**config.mk**
```make
export PLATFORM = sky130hd
export DESIGN_NAME = alu_result_stage_flat
export DESIGN_NICKNAME = d
export VERILOG_FILES = /design/src/rtl/alu_result_stage_if.sv /design/src/rtl/alu_result_stage.sv /design/src/flat_wrapper.sv
export SDC_FILE = /design/constraint.sdc
export NUM_CORES = 1
export LEC_CHECK = 0
export BUFFER_PORTS_ARGS = -buffer_cell sky130_fd_sc_hd__buf_2
export CORE_MARGIN = 2
export CORE_UTILIZATION = 35
export CTS_CLUSTER_DIAMETER = 30
export DETAILED_ROUTE_END_ITERATION = 6
export SYNTH_ARGS = -nofsm -noshare
export SYNTH_HDL_FRONTEND = slang
export SYNTH_SLANG_ARGS = --single-unit
```
**constraint.sdc**
```tcl
create_clock -name clk -period 2.65 [get_ports clk]
set_input_delay 0.265 -clock clk [delete_from_list [all_inputs] [get_ports clk]]
set_output_delay 0.265 -clock clk [all_outputs]
set_load 0.02 [all_outputs]
```
**src/rtl/alu_result_stage_if.sv**
```systemverilog
// rtl/alu_result_stage_if.sv - handshake bundle between ALU units, result stage and consumer
// out_parity exists only when ALU_RESULT_PARITY_EN is defined.
interface alu_result_stage_if #(
  parameter int WIDTH = 32
);
  logic             in_valid;
  logic             in_ready;
  logic [2:0]       in_op;
  logic [WIDTH-1:0] and_y;
  logic [WIDTH-1:0] or_y;
  logic [WIDTH-1:0] xor_y;
  logic [WIDTH-1:0] sum_y;
  logic             sum_cout;
  logic             out_valid;
  logic             out_ready;
  logic [WIDTH-1:0] out_y;
  logic             out_zero;
  logic             out_neg;
  logic             out_carry;
  logic             out_err;
`ifdef ALU_RESULT_PARITY_EN
  logic             out_parity;
`endif

  modport slave (
    input  in_valid, in_op, and_y, or_y, xor_y, sum_y, sum_cout, out_ready,
    output in_ready, out_valid, out_y, out_zero, out_neg, out_carry, out_err
`ifdef ALU_RESULT_PARITY_EN
    , output out_parity
`endif
  );

  modport master (
    output in_valid, in_op, and_y, or_y, xor_y, sum_y, sum_cout, out_ready,
    input  in_ready, out_valid, out_y, out_zero, out_neg, out_carry, out_err
`ifdef ALU_RESULT_PARITY_EN
    , input out_parity
`endif
  );
endinterface

```
**src/rtl/alu_result_stage.sv**
```systemverilog
// rtl/alu_result_stage.sv - ALU result select, flag generation and result FIFO
// Optional per-entry parity output enabled by ALU_RESULT_PARITY_EN.
module alu_result_stage #(
  parameter int WIDTH = 32,
  parameter int DEPTH = 2
) (
  input  logic              clk,
  input  logic              rst_n,
  alu_result_stage_if.slave bus
);
  localparam int PTR_W = $clog2(DEPTH);
  localparam int CNT_W = PTR_W + 1;
  localparam logic [CNT_W-1:0] FULL    = CNT_W'(DEPTH);
  localparam logic [PTR_W-1:0] LAST_PT = PTR_W'(DEPTH - 1);

  logic [PTR_W-1:0] rd_ptr_q, rd_ptr_d;
  logic [PTR_W-1:0] wr_ptr_q, wr_ptr_d;
  logic [CNT_W-1:0] count_q, count_d;

  logic [WIDTH-1:0] y_q     [DEPTH];
  logic             zero_q  [DEPTH];
  logic             neg_q   [DEPTH];
  logic             carry_q [DEPTH];
  logic             err_q   [DEPTH];

  logic [WIDTH-1:0] sel_y;
  logic             sel_carry;
  logic             sel_err;
  logic             push;
  logic             pop;

  assign bus.in_ready  = (count_q != FULL);
  assign bus.out_valid = (count_q != '0);
  assign push = bus.in_valid & bus.in_ready;
  assign pop  = bus.out_valid & bus.out_ready;

  // Illegal opcodes still occupy a slot, carrying a zero result and err set.
  always_comb begin
    sel_y     = '0;
    sel_carry = 1'b0;
    sel_err   = 1'b0;
    case (bus.in_op)
      3'd0: sel_y = bus.and_y;
      3'd1: sel_y = bus.or_y;
      3'd2: sel_y = bus.xor_y;
      3'd3: sel_y = ~bus.xor_y;
      3'd4, 3'd5: begin
        sel_y     = bus.sum_y;
        sel_carry = bus.sum_cout;
      end
      default: sel_err = 1'b1;
    endcase
  end

  always_comb begin
    rd_ptr_d = rd_ptr_q;
    wr_ptr_d = wr_ptr_q;
    count_d  = count_q + CNT_W'(push) - CNT_W'(pop);
    if (push) wr_ptr_d = (wr_ptr_q == LAST_PT) ? '0 : wr_ptr_q + 1'b1;
    if (pop)  rd_ptr_d = (rd_ptr_q == LAST_PT) ? '0 : rd_ptr_q + 1'b1;
  end

  always_ff @(posedge clk or negedge rst_n) begin
    if (!rst_n) begin
      rd_ptr_q <= '0;
      wr_ptr_q <= '0;
      count_q  <= '0;
    end else begin
      rd_ptr_q <= rd_ptr_d;
      wr_ptr_q <= wr_ptr_d;
      count_q  <= count_d;
    end
  end

  always_ff @(posedge clk or negedge rst_n) begin
    if (!rst_n) begin
      for (int i = 0; i < DEPTH; i++) begin
        y_q[i]     <= '0;
        zero_q[i]  <= 1'b0;
        neg_q[i]   <= 1'b0;
        carry_q[i] <= 1'b0;
        err_q[i]   <= 1'b0;
      end
    end else if (push) begin
      y_q[wr_ptr_q]     <= sel_y;
      zero_q[wr_ptr_q]  <= (sel_y == '0);
      neg_q[wr_ptr_q]   <= sel_y[WIDTH-1];
      carry_q[wr_ptr_q] <= sel_carry;
      err_q[wr_ptr_q]   <= sel_err;
    end
  end

  assign bus.out_y     = y_q[rd_ptr_q];
  assign bus.out_zero  = zero_q[rd_ptr_q];
  assign bus.out_neg   = neg_q[rd_ptr_q];
  assign bus.out_carry = carry_q[rd_ptr_q];
  assign bus.out_err   = err_q[rd_ptr_q];

`ifdef ALU_RESULT_PARITY_EN
  logic par_q [DEPTH];

  always_ff @(posedge clk or negedge rst_n) begin
    if (!rst_n) begin
      for (int i = 0; i < DEPTH; i++) par_q[i] <= 1'b0;
    end else if (push) begin
      par_q[wr_ptr_q] <= ^sel_y;
    end
  end

  assign bus.out_parity = par_q[rd_ptr_q];
`endif
endmodule

```
**src/flat_wrapper.sv**
```systemverilog
// flat-port wrapper written by rule: the top's interface ports become plain ports
module alu_result_stage_flat 
#(
  parameter int WIDTH = 32,
  parameter int DEPTH = 2
)
  (clk, rst_n, bus_in_valid, bus_in_op, bus_and_y, bus_or_y, bus_xor_y, bus_sum_y, bus_sum_cout, bus_out_ready, bus_in_ready, bus_out_valid, bus_out_y, bus_out_zero, bus_out_neg, bus_out_carry, bus_out_err);
  alu_result_stage_if #(.WIDTH(WIDTH)) bus_i ();
  input  logic clk;
  input  logic rst_n;
  input wire logic [$bits(bus_i.in_valid)-1:0] bus_in_valid;
  input wire logic [$bits(bus_i.in_op)-1:0] bus_in_op;
  input wire logic [$bits(bus_i.and_y)-1:0] bus_and_y;
  input wire logic [$bits(bus_i.or_y)-1:0] bus_or_y;
  input wire logic [$bits(bus_i.xor_y)-1:0] bus_xor_y;
  input wire logic [$bits(bus_i.sum_y)-1:0] bus_sum_y;
  input wire logic [$bits(bus_i.sum_cout)-1:0] bus_sum_cout;
  input wire logic [$bits(bus_i.out_ready)-1:0] bus_out_ready;
  output wire logic [$bits(bus_i.in_ready)-1:0] bus_in_ready;
  output wire logic [$bits(bus_i.out_valid)-1:0] bus_out_valid;
  output wire logic [$bits(bus_i.out_y)-1:0] bus_out_y;
  output wire logic [$bits(bus_i.out_zero)-1:0] bus_out_zero;
  output wire logic [$bits(bus_i.out_neg)-1:0] bus_out_neg;
  output wire logic [$bits(bus_i.out_carry)-1:0] bus_out_carry;
  output wire logic [$bits(bus_i.out_err)-1:0] bus_out_err;
  assign bus_i.in_valid = bus_in_valid;
  assign bus_i.in_op = bus_in_op;
  assign bus_i.and_y = bus_and_y;
  assign bus_i.or_y = bus_or_y;
  assign bus_i.xor_y = bus_xor_y;
  assign bus_i.sum_y = bus_sum_y;
  assign bus_i.sum_cout = bus_sum_cout;
  assign bus_i.out_ready = bus_out_ready;
  assign bus_in_ready = bus_i.in_ready;
  assign bus_out_valid = bus_i.out_valid;
  assign bus_out_y = bus_i.out_y;
  assign bus_out_zero = bus_i.out_zero;
  assign bus_out_neg = bus_i.out_neg;
  assign bus_out_carry = bus_i.out_carry;
  assign bus_out_err = bus_i.out_err;
  alu_result_stage #(.WIDTH(WIDTH), .DEPTH(DEPTH)) u_core (.clk(clk), .rst_n(rst_n), .bus(bus_i));
endmodule
```
Word-level counts from Yosys, hierarchy flattened
Index checks and enable logic that the tools add are counted.

word-level totals
  register bits after elaboration = 76
  bits of input ports = 136
  output and inout port bits = 38

cells by class
  add/sub/neg operators = 4
  magnitude comparators = 3
  equal/unequal tests = 6
  muxes and demuxes = 29
  bitwise gates (word level) = 5
  reductions and logical operators = 6

operators with widths
  cell                                                       number
  case mux 32 bit (5 select lines)                           1
  two-way mux 32 bit                                         4
  bitwise mux 64 bit                                         1
  demux 32 bit (select 1 bit)                                1
  zero test 32 bit                                           1
  NOT 32 bit                                                 1
  two-way mux 1 bit                                          17
  bitwise mux 2 bit                                          4
  == test 3 x 2 -> 1 bit (second input constant)             2
  == test 3 bit (second input constant)                      2
  OR reduction 6 bit                                         1
  greater-or-equal comparator 2 bit (second input constant)  2
  NOT 1 -> 2 bit                                             2
  == test 3 x 1 -> 1 bit (second input constant)             1
  zero test 3 bit                                            1
  adder 1 bit (second input constant)                        2
  adder 2 x 1 -> 2 bit                                       1
  bitwise AND 1 bit                                          2
  < comparator 2 x 1 -> 1 bit (second input constant)        1
  != test 2 bit (second input constant)                      1
  nonzero test 2 bit                                         1
  OR reduction 2 bit                                         1
  subtractor 2 x 1 -> 2 bit                                  1
  demux 1 bit (select 1 bit)                                 1
  logical AND 1 bit                                          1

Depth between registers and ports, before layout
Gate-level depths: netlist (run 1).

  depth after elaboration = 6
  gate-level depth with buffers = 10
  gate-level depth less buffers = 7

Worst setup path after synthesis (run 1)
No wires, ideal clock.

  path type = input port to flip-flop
  start = in bus_in_op[0]
  end = reg u_core.zero_q[0] in the netlist's numbering
  library setup time = 0.096 ns
  arrival time = 1.743 ns
  required time = 2.554 ns
  slack = 0.811 ns
  cell stages on the path = 8
  path buffers = 2
  cell sequence = buf_6 > buf_12 > mux2i_1 > a211oi_1 > or4_1 > nor4_2 > nand4_1 > o31ai_1

on the way
  cells in the longest elaborated chain, start to end = 5
  elaborated cells between the ends (all ways) = 10

ends and longest elaborated chain
  element                             RTL line                text
  from (decl)                         flat_wrapper.sv:12      input wire logic [$bits(bus_i.in_op)-1:0] bus_in_op;
  == test 3 bit                       alu_result_stage.sv:42  case (bus.in_op)
  OR reduction 2 bit                  -
  case mux 32 bit (5 select lines) *  alu_result_stage.sv:42
  zero test 32 bit *                  alu_result_stage.sv:86  zero_q[wr_ptr_q] <= (sel_y == '0);
  bitwise mux 2 bit *                 alu_result_stage.sv:86
  to (signal, indexed assignment)     alu_result_stage.sv:86
  to (decl)                           alu_result_stage.sv:21  logic zero_q [DEPTH];

Mark *: on every way between the ends. The rest lies on a longest branch, timed or not.
A chain may end at the register's enable or synchronous reset.

Final worst setup path (run 1)
  start = in bus_in_op[0]
  end = reg u_core.zero_q[1] in the netlist's numbering

The elaborated chain is that of the path after synthesis.

==> flow_summary.toml, run 1 <==
[run_status]
status = "finished, final reports clean"

[yosys]
synth_most_common_cell = "nand2_1"
synthTopCellsByCount = "108 x nand2_1, 74 x dfrtp_1, 60 x mux2_2"
synth_top_cell_area_share_pct = 38.5
yosysTopAreaCell = "dfrtp_1"
synth-seq-area-share_pct = 38.5
netlist_area_um2 = 4810
yosys_warnings = 0
syn-num-nets = 661
synth_async_sr_flop_share_pct = 100
synth_edf_count = 0
ys_top_cells_by_area = "dfrtp_1 38%, mux2_2 14%, nand2_1 8.4%, mux2i_1 6.4%, o21ai_0 4.1%"
ys_types = 41
ys_seq_elements = 74
syn-instance-count = 523
synth_flop_cell = "dfrtp_1"
syn_avg_cell_area_um2 = 9.20

[finish]
nNetsFinal = 820
antenna_cells = 0
fillCellCount = 1348
areaGrowthSynthToFinish_pct = 26.2
drive_above_1_share_pct = 38.7
design_area_um2 = 6070
final_core_util_pct = 45.5
instances_no_fill = 861

[timing]
fin_worst_skew_ps = 4.72
hold_viol = 0
min_period_over_period_pct = 77.4
slew_viol_final = 0
min_period_ps = 2050
worstMarginPinSlew_ps = 1020
tns_ps = 0
rsz0062_at_grt = "false"
setup_slack_ps = 598
slew_headroom_pct = 31.7
fmax_ghz = 0.487
hold_slack_ps = 255
report.final.setup_viol = 0

[cts]
cts_num_sinks = 74
clk_pin_slew_ps = 60
cts_tree = "done"
cts_buffers = 9
cts_resized = 0
clk_latency_ps = 330
htreeDepth = 3
ctsRootBufferMaster = "clkbuf_16"
cts_buffer_depth = 2

[global_routing]
gr-total-overflow = 0
grt_pass1_vias = 4600
track_usage_pct = 21.9
globalRouteMet2Util_pct = 36.7
antenna_found_initial = 1
grt_pass1_wl_um = 24500
gr-usage-met3_pct = 4.89
busiest_layer = "met2"
grt_max_degree = 53
grt_util_met1_pct = 28.4

[job]
cap_violations = 0

[worst_setup_path]
r2r_cells = 4
arrival_ps = 2290
r2r_start = "u_core.count_q[0]"
crit_path_start = "bus_in_op[0]"
timing.rr.end = "u_core.y_q[38]"
r2r_slack_ps = 710
worstPathMaxFanout = 24
endpoint_kind = "flip-flop"
crit_required_ps = 2890
start_kind = "input port"
timing.setup.critical_path_class = "input port to flip-flop"

[routing]
drt_wl_total_um = 15800
vias_per_cell = 5.14
num_vias = 4424
drc = 0
drtPass1Iterations = 5
drt_iter0_drc = 180
wl_per_cell_um = 18.3
ant_nets = 0

[floorplanning]
ios = 174
core_area_um2 = 13300
initial_utilization_pct = 36.0
num_rows = 42
fp.dieH_um = 121
fp.dieArea_um2 = 14700
fp.dieW_um = 121

[min_path]
hold_end = "u_core.wr_ptr_q"
hp-class = "input port to flip-flop"
min-delay-start = "bus_in_valid"
min_path_cells = 4

[power_and_ir_drop]
p_seq_share_pct = 33.3
finalPower_mw = 5.70
comb_power_share_pct = 47.7
leakage_nw = 3.06
switching_share_pct = 40.2
power.share.clock_pct = 19.0
power.density_nw_per_um2 = 939
p_int_mw = 3.41
p_switching_mw = 2.29
ir_drop_mv = 0.369

[placement]
place_ws_ps = 283
dp.cells = 846
io_buffers = 173
detailed_place_hpwl_um = 12300
place_area_um2 = 5800
globalplace.congestion = 0.887
-- sequential cells by signal, indices dropped and copies added (netlist names) --
register	cells
u_core.y_q	63
u_core.count_q	2
u_core.zero_q	2
u_core.wr_ptr_q	1
u_core.err_q	2
u_core.neg_q	1
u_core.carry_q	2
u_core.rd_ptr_q	1
-- worst max path at each step --
stage / end / depth (start not counted) / slack (ps)
after floorplan: u_core.zero_q[0] / 8 / 810
after global placement: u_core.zero_q[0] / 8 / 370
after detailed placement: u_core.zero_q[1] / 8 / 280
after CTS: u_core.zero_q[1] / 8 / 630
after global routing: u_core.zero_q[1] / 8 / 440
final: u_core.zero_q[1] / 8 / 600
-- worst max-delay path, stage by stage --
cell	delay (ps)
buf_4	340
buf_4	360
mux2_2	380
nand2_1	70
a21oi_1	80
nor4b_1	350
nand4_1	160
o31ai_1	250
-- logic make-up after synthesis --
family / after synthesis / synth area share, %
AND/OR/NAND/NOR: 174 / 16.3
AO/OA/AOI/OAI: 102 / 12.8
multiplexers: 92 / 20.7
flip-flops: 74 / 38.5
buffers and inverters: 44 / 4.76
XOR/XNOR: 35 / 6.37
adder cells (fa/ha/maj): 2 / 0.520
-- power by group through the flow --
stage	registers (mW)	logic, mW	clock network, mW
after detailed placement	1.91	2.74	0
final	1.90	2.72	1.08
after global routing	1.96	2.96	1.16
after CTS	1.89	2.75	1.11
after floorplan	1.82	1.91	0
after global placement	1.86	2.69	0
-- cell usage in the layout, fill, tap and decap left out, types with 2 or more instances in the layout --
cell / instances
o211a_1: 3
nand2b_1: 6
clkbuf_16: 9
xor2_1: 21
nor2_1: 19
o21ai_0: 39
o22ai_1: 4
inv_1: 4
nand2_1: 107
a21o_1: 7
o211ai_1: 7
xnor2_1: 14
nor2b_1: 12
mux2_2: 60
or2_2: 2
o31ai_1: 2
nand4_1: 10
ha_1: 2
mux2i_1: 31
or4_1: 9
clkinv_2: 4
a21oi_1: 23
buf_2: 172
dfrtp_1: 74
nor3_1: 3
a211oi_1: 12
buf_4: 13
-- final cells by class --
cell class,instances,area (µm²),share of cell area (%)
clock inverters,4,20.0,0.330
inverters,5,18.8,0.309
flip-flops and latches,74,1850,30.5
well taps,176,220,3.63
multi-input cells,405,2730,45.0
repair buffers,187,988,16.3
clock buffers,10,239,3.94
-- what timing repair did --
action | 4_1_cts | 5_1_grt
setup buffers | 0 | 0
hold buffers | 1 | 0
endpoints found under the hold margin | 24 | 0
-- per-layer routing --
metal	up-vias	wire [µm]
met4	2	276
li1	2150	-
met1	2076	6940
met5	-	13
met2	174	7490
met3	22	1050
Note: power is estimated with default switching activity, not from simulation.
==> inputs of run 2 (changes only) <==
==> constraint.sdc (replaced) <==
create_clock -name clk -period 2.1 [get_ports clk]
set_input_delay 0.21 -clock clk [delete_from_list [all_inputs] [get_ports clk]]
set_output_delay 0.21 -clock clk [all_outputs]
set_load 0.02 [all_outputs]
==> run 2 against run 1 <==
Clock skew increased by 0.52 ps; sequential power is 25% higher; design area grew 3.7%; sequential cell count stayed put; critical path type unchanged; critical endpoint unchanged; largest power group unchanged.
==> flow_summary.toml, run 2 (synthesized netlist as in run 1, its figures left out) <==
[run_status]
status = "finished, final reports clean"

[placement]
place_area_um2 = 5970
io_buffers = 173
globalplace.congestion = 0.883
dp.cells = 862
detailed_place_hpwl_um = 12500

[floorplanning]
initial_utilization_pct = 36.0
fp.dieArea_um2 = 14700
num_rows = 42
fp.dieH_um = 121
fp.dieW_um = 121
ios = 174
core_area_um2 = 13300

[finish]
mostFrequentLayoutCell = "buf_2"
areaGrowthSynthToFinish_pct = 30.9
drive_above_1_share_pct = 40.3
instances_no_fill = 879
design_area_um2 = 6300
nNetsFinal = 836
antenna_cells = 0
mostFrequentLayoutCells = "172 x buf_2, 107 x nand2_1, 74 x dfrtp_1"
largest_reg_flops = 63
top_register = "u_core.y_q"
fillCellCount = 1367

[routing]
drtPass1Iterations = 4
drt_wl_total_um = 16000
vias_per_cell = 5.09
ant_nets = 0
num_vias = 4478
drt_iter0_drc = 213
wl_per_cell_um = 18.2
drc = 0

[worst_setup_path]
r2r_slack_ps = 330
worstPathMaxFanout = 22
start_kind = "input port"
arrival_ps = 2110
crit_required_ps = 2330
endpoint_kind = "flip-flop"
timing.setup.critical_path_class = "input port to flip-flop"

[power_and_ir_drop]
comb_power_share_pct = 46.9
power.share.clock_pct = 21.3
p_seq_share_pct = 31.9
switching_share_pct = 38.6
p_switching_mw = 2.88
ir_drop_mv = 0.426
power.density_nw_per_um2 = 1190
leakage_nw = 3.18
p_int_mw = 4.59

[global_routing]
gr-total-overflow = 0
antenna_found_initial = 0
grt_pass1_vias = 4585
track_usage_pct = 22.5
grt_max_degree = 75
grt_pass1_wl_um = 25100

[timing]
hold_slack_ps = 191
fmax_ghz = 0.532
slew_viol_final = 0
worstMarginPinSlew_ps = 661
fin_worst_skew_ps = 5.23
tns_ps = 0
rsz0062_at_grt = "false"
min_period_ps = 1880
slew_headroom_pct = 55.4
hold_viol = 0
report.final.setup_viol = 0
min_period_over_period_pct = 89.5

[cts]
cts_num_sinks = 74
clk_latency_ps = 330
cts_buffer_depth = 2
ctsRootBufferMaster = "clkbuf_16"
clk_pin_slew_ps = 60
htreeDepth = 3
cts_setup_buffers = 0
cts_buffers = 9
cts_tree = "done"

[min_path]
hp-class = "input port to flip-flop"

[job]
cap_violations = 0
[run 2: cell count changes in the layout (fill, tap and decap cells not counted)]
cell / change
buf_4: +12
clkinv_4: +1
buf_12: +4
clkinv_2: -2
clkbuf_8: +2
bufinv_16: +1
[run 2: area by class of cell]
| type | instances | area, µm² | share of cell area (%) |
|---|---|---|---|
| Clock buffer | 12 | 267 | 4.23 |
| Inverter | 5 | 18.8 | 0.298 |
| Tap cell | 176 | 220 | 3.50 |
| Timing Repair Buffer | 203 | 1160 | 18.4 |
| Multi-Input combinational cell | 405 | 2730 | 43.4 |
| Sequential cell | 74 | 1850 | 29.4 |
| Clock inverter | 4 | 48.8 | 0.775 |
[run 2: worst paths after layout]
path / startpoint / cells after the start / end
setup / recovery: bus_in_op[0] / 9 / u_core.zero_q[1]
hold / removal: bus_in_valid / 4 / u_core.wr_ptr_q
setup reg to reg: u_core.count_q[1] / 7 / u_core.count_q[1]
hold reg to reg: u_core.y_q[42] / 2 / u_core.y_q[42]
max in group asynchronous: rst_n / 3 / u_core.y_q[12]
min in group asynchronous: rst_n / 3 / u_core.y_q[6]
[run 2: routing by layer]
| metal | track usage [%] | vias to the layer above | wire, µm | share of wire (%) |
|---|---|---|---|---|
| met2 | 37.1 | 160 | 7540 | 47 |
| met5 | 0 | - | 0 | 0 |
| li1 | - | 2182 | - | - |
| met1 | 29.8 | 2116 | 7190 | 45 |
| met4 | 6.97 | 0 | 310 | 1.9 |
| met3 | 4.51 | 20 | 948 | 5.9 |
[run 2: repair_timing]
item                                    CTS  global route
resized for setup                         0             0
endpoints found under the hold margin    74             0
endpoints found under the setup margin    0             0
hold buffers                              1             0
[run 2: power by group through the flow]
stage                     registers, mW  logic, mW  clock network [mW]
after floorplan                    2.30       2.42                   0
after CTS                          2.38       3.57                1.63
final                              2.38       3.50                1.59
after global placement             2.37       3.50                   0
after detailed placement           2.40       3.55                   0
after global routing               2.46       3.85                1.70
[run 2: worst max-delay path, cell delays in order]
cell     delay (ps)
buf_4           240
buf_12          210
buf_4           210
mux2_2          350
mux2i_1         200
a21oi_1         100
a21oi_1         170
nand4_1         150
o31ai_1         260
[run 2: metrics by stage]
stage	total power [mW]	util [%]	worst slack (ps)
2_1_floorplan	4.71	-	311
3_3_place_gp	5.87	44.7	34.3
3_5_place_dp	5.95	44.7	-106
4_1_cts	7.58	47.2	250
5_1_grt	8.01	47.2	134
6_report	7.47	47.2	221
==> inputs of run 3 (changes only) <==
--- a/config.mk
+++ b/config.mk
@@ -10,6 +10,8 @@
 export CORE_UTILIZATION = 35
 export CTS_CLUSTER_DIAMETER = 30
 export DETAILED_ROUTE_END_ITERATION = 6
+export MAX_ROUTING_LAYER = met4
+export SLEW_MARGIN = 20
 export SYNTH_ARGS = -nofsm -noshare
 export SYNTH_HDL_FRONTEND = slang
 export SYNTH_SLANG_ARGS = --single-unit
==> constraint.sdc (replaced) <==
create_clock -name clk -period 2.1 [get_ports clk]
set_input_delay 0.105 -clock clk [delete_from_list [all_inputs] [get_ports clk]]
set_output_delay 0.105 -clock clk [all_outputs]
set_load 0.02 [all_outputs]
==> run 3 against run 2 <==
Sequential power is essentially flat; register-to-register slack lost 20 ps; critical path depth shrank 3; power grew 0.34%; combinational power is essentially flat; largest power group unchanged; highest routed layer unchanged.
==> flow_summary.toml, run 3 (synthesized netlist as in run 1, its figures left out) <==
[routing]
drc = 0
drt_iter0_drc = 246
num_vias = 4417
drtPass1Iterations = 4
ant_nets = 0
wl_per_cell_um = 17.9
vias_per_cell = 5.09
drt_wl_total_um = 15600

[finish]
mostFrequentLayoutCell = "buf_2"
design_area_um2 = 6220
final_core_util_pct = 46.6
mostFrequentLayoutCells = "172 x buf_2, 107 x nand2_1, 74 x dfrtp_1"
drive_above_1_share_pct = 39.0
largest_reg_flops = 63
nNetsFinal = 825
antenna_cells = 0
top_register = "u_core.y_q"
areaGrowthSynthToFinish_pct = 29.3

[worst_setup_path]
arrival_ps = 1990
worstPathMaxFanout = 22
endpoint_kind = "flip-flop"
timing.setup.critical_path_class = "flip-flop to flip-flop"
crit_required_ps = 2300
start_kind = "flip-flop"

[cts]
cts_tree = "done"
cts_num_sinks = 74
cts_setup_buffers = 0
cts_buffer_depth = 2
cts_hold_buf = 1
cts_resized = 0
clk_pin_slew_ps = 60
clk_latency_ps = 330
ctsRootBufferMaster = "clkbuf_16"
cts_buffers = 9
htreeDepth = 3

[min_path]
hp-class = "input port to flip-flop"

[floorplanning]
num_rows = 42
initial_utilization_pct = 36.0
fp.dieH_um = 121
fp.dieW_um = 121
fp.dieArea_um2 = 14700
ios = 174
core_area_um2 = 13300

[placement]
globalplace.congestion = 0.941
place_area_um2 = 5890
place_ws_ps = 36.8
io_buffers = 173
detailed_place_hpwl_um = 12200

[power_and_ir_drop]
power.density_nw_per_um2 = 1200
leakage_nw = 3.12
finalPower_mw = 7.50
ir_drop_mv = 0.496

[global_routing]
antenna_found_initial = 0
grt_pass1_wl_um = 24300
gr-total-overflow = 0
grt_max_degree = 75
grt_pass1_vias = 4529
track_usage_pct = 22.5

[timing]
fin_worst_skew_ps = 5.28
tns_ps = 0
min_period_ps = 1790
rsz0062_at_grt = "false"
setup_slack_ps = 314
slew_viol_final = 0
hold_viol = 0
slew_headroom_pct = 61.4
fmax_ghz = 0.560
worstMarginPinSlew_ps = 572
min_period_over_period_pct = 85.0
report.final.setup_viol = 0

[job]
cap_violations = 0

[run_status]
status = "finished, final reports clean"
[run 3: cell count changes in the layout (fill, tap and decap cells not counted)]
cell	delta
clkbuf_8	-2
buf_4	-11
clkinv_2	-2
clkinvlp_4	+2
clkbuf_1	+2
bufinv_16	+1
clkinv_4	-1
[run 3: final timing paths]
check                                       start               to  slack, ps  cells past startpoint
worst min register to register     u_core.y_q[58]   u_core.y_q[58]        470                      2
worst max-delay path            u_core.count_q[0]   u_core.y_q[28]        310                      6
min in group asynchronous                   rst_n   u_core.y_q[37]        320                      3
worst max register to register  u_core.count_q[0]   u_core.y_q[28]        310                      6
worst min-delay path                 bus_in_valid  u_core.wr_ptr_q         90                      4
max in group asynchronous                   rst_n   u_core.y_q[14]       1450                      3
[run 3: worst max-delay path: stages, from the launching register on]
cell,delay [ps]
dfrtp_1,380
nand2b_1,150
nand2_1,120
inv_1,80
nand2_2,420
buf_4,350
o21ai_0,130
[run 3: layer usage]
layer / vias to the layer above / GRT usage (%) / share of wire [%]
met4: 0 / 7.04 / 1.7
met1: 2071 / 29.7 / 44
li1: 2156 / - / -
met3: 20 / 3.01 / 6.6
met5: - / - / 0
met2: 170 / 36.1 / 48
[run 3: power by group]
| group | switching [mW] | total, mW | internal [mW] |
|---|---|---|---|
| combinational | 1.98 | 3.47 | 1.48 |
| clock | 0.573 | 1.65 | 1.07 |
| sequential | 0.312 | 2.38 | 2.07 |
[run 3: final cells by class]
class / instances / area, µm²
fill: 1346 / 7130
clock buffer: 12 / 246
inverter: 5 / 18.8
timing repair buffer: 192 / 1080
sequential: 74 / 1850
tap: 176 / 220
clock inverter: 4 / 75.1
multi-input combinational: 405 / 2730
[run 3: metrics by stage]
stage | instances | hold WS, ps
detailed placement | 851 | 172
finish | 868 | 85.6
global placement | 851 | 164
floorplan | 523 | -191
global route | 868 | 105
CTS | 868 | 73.3
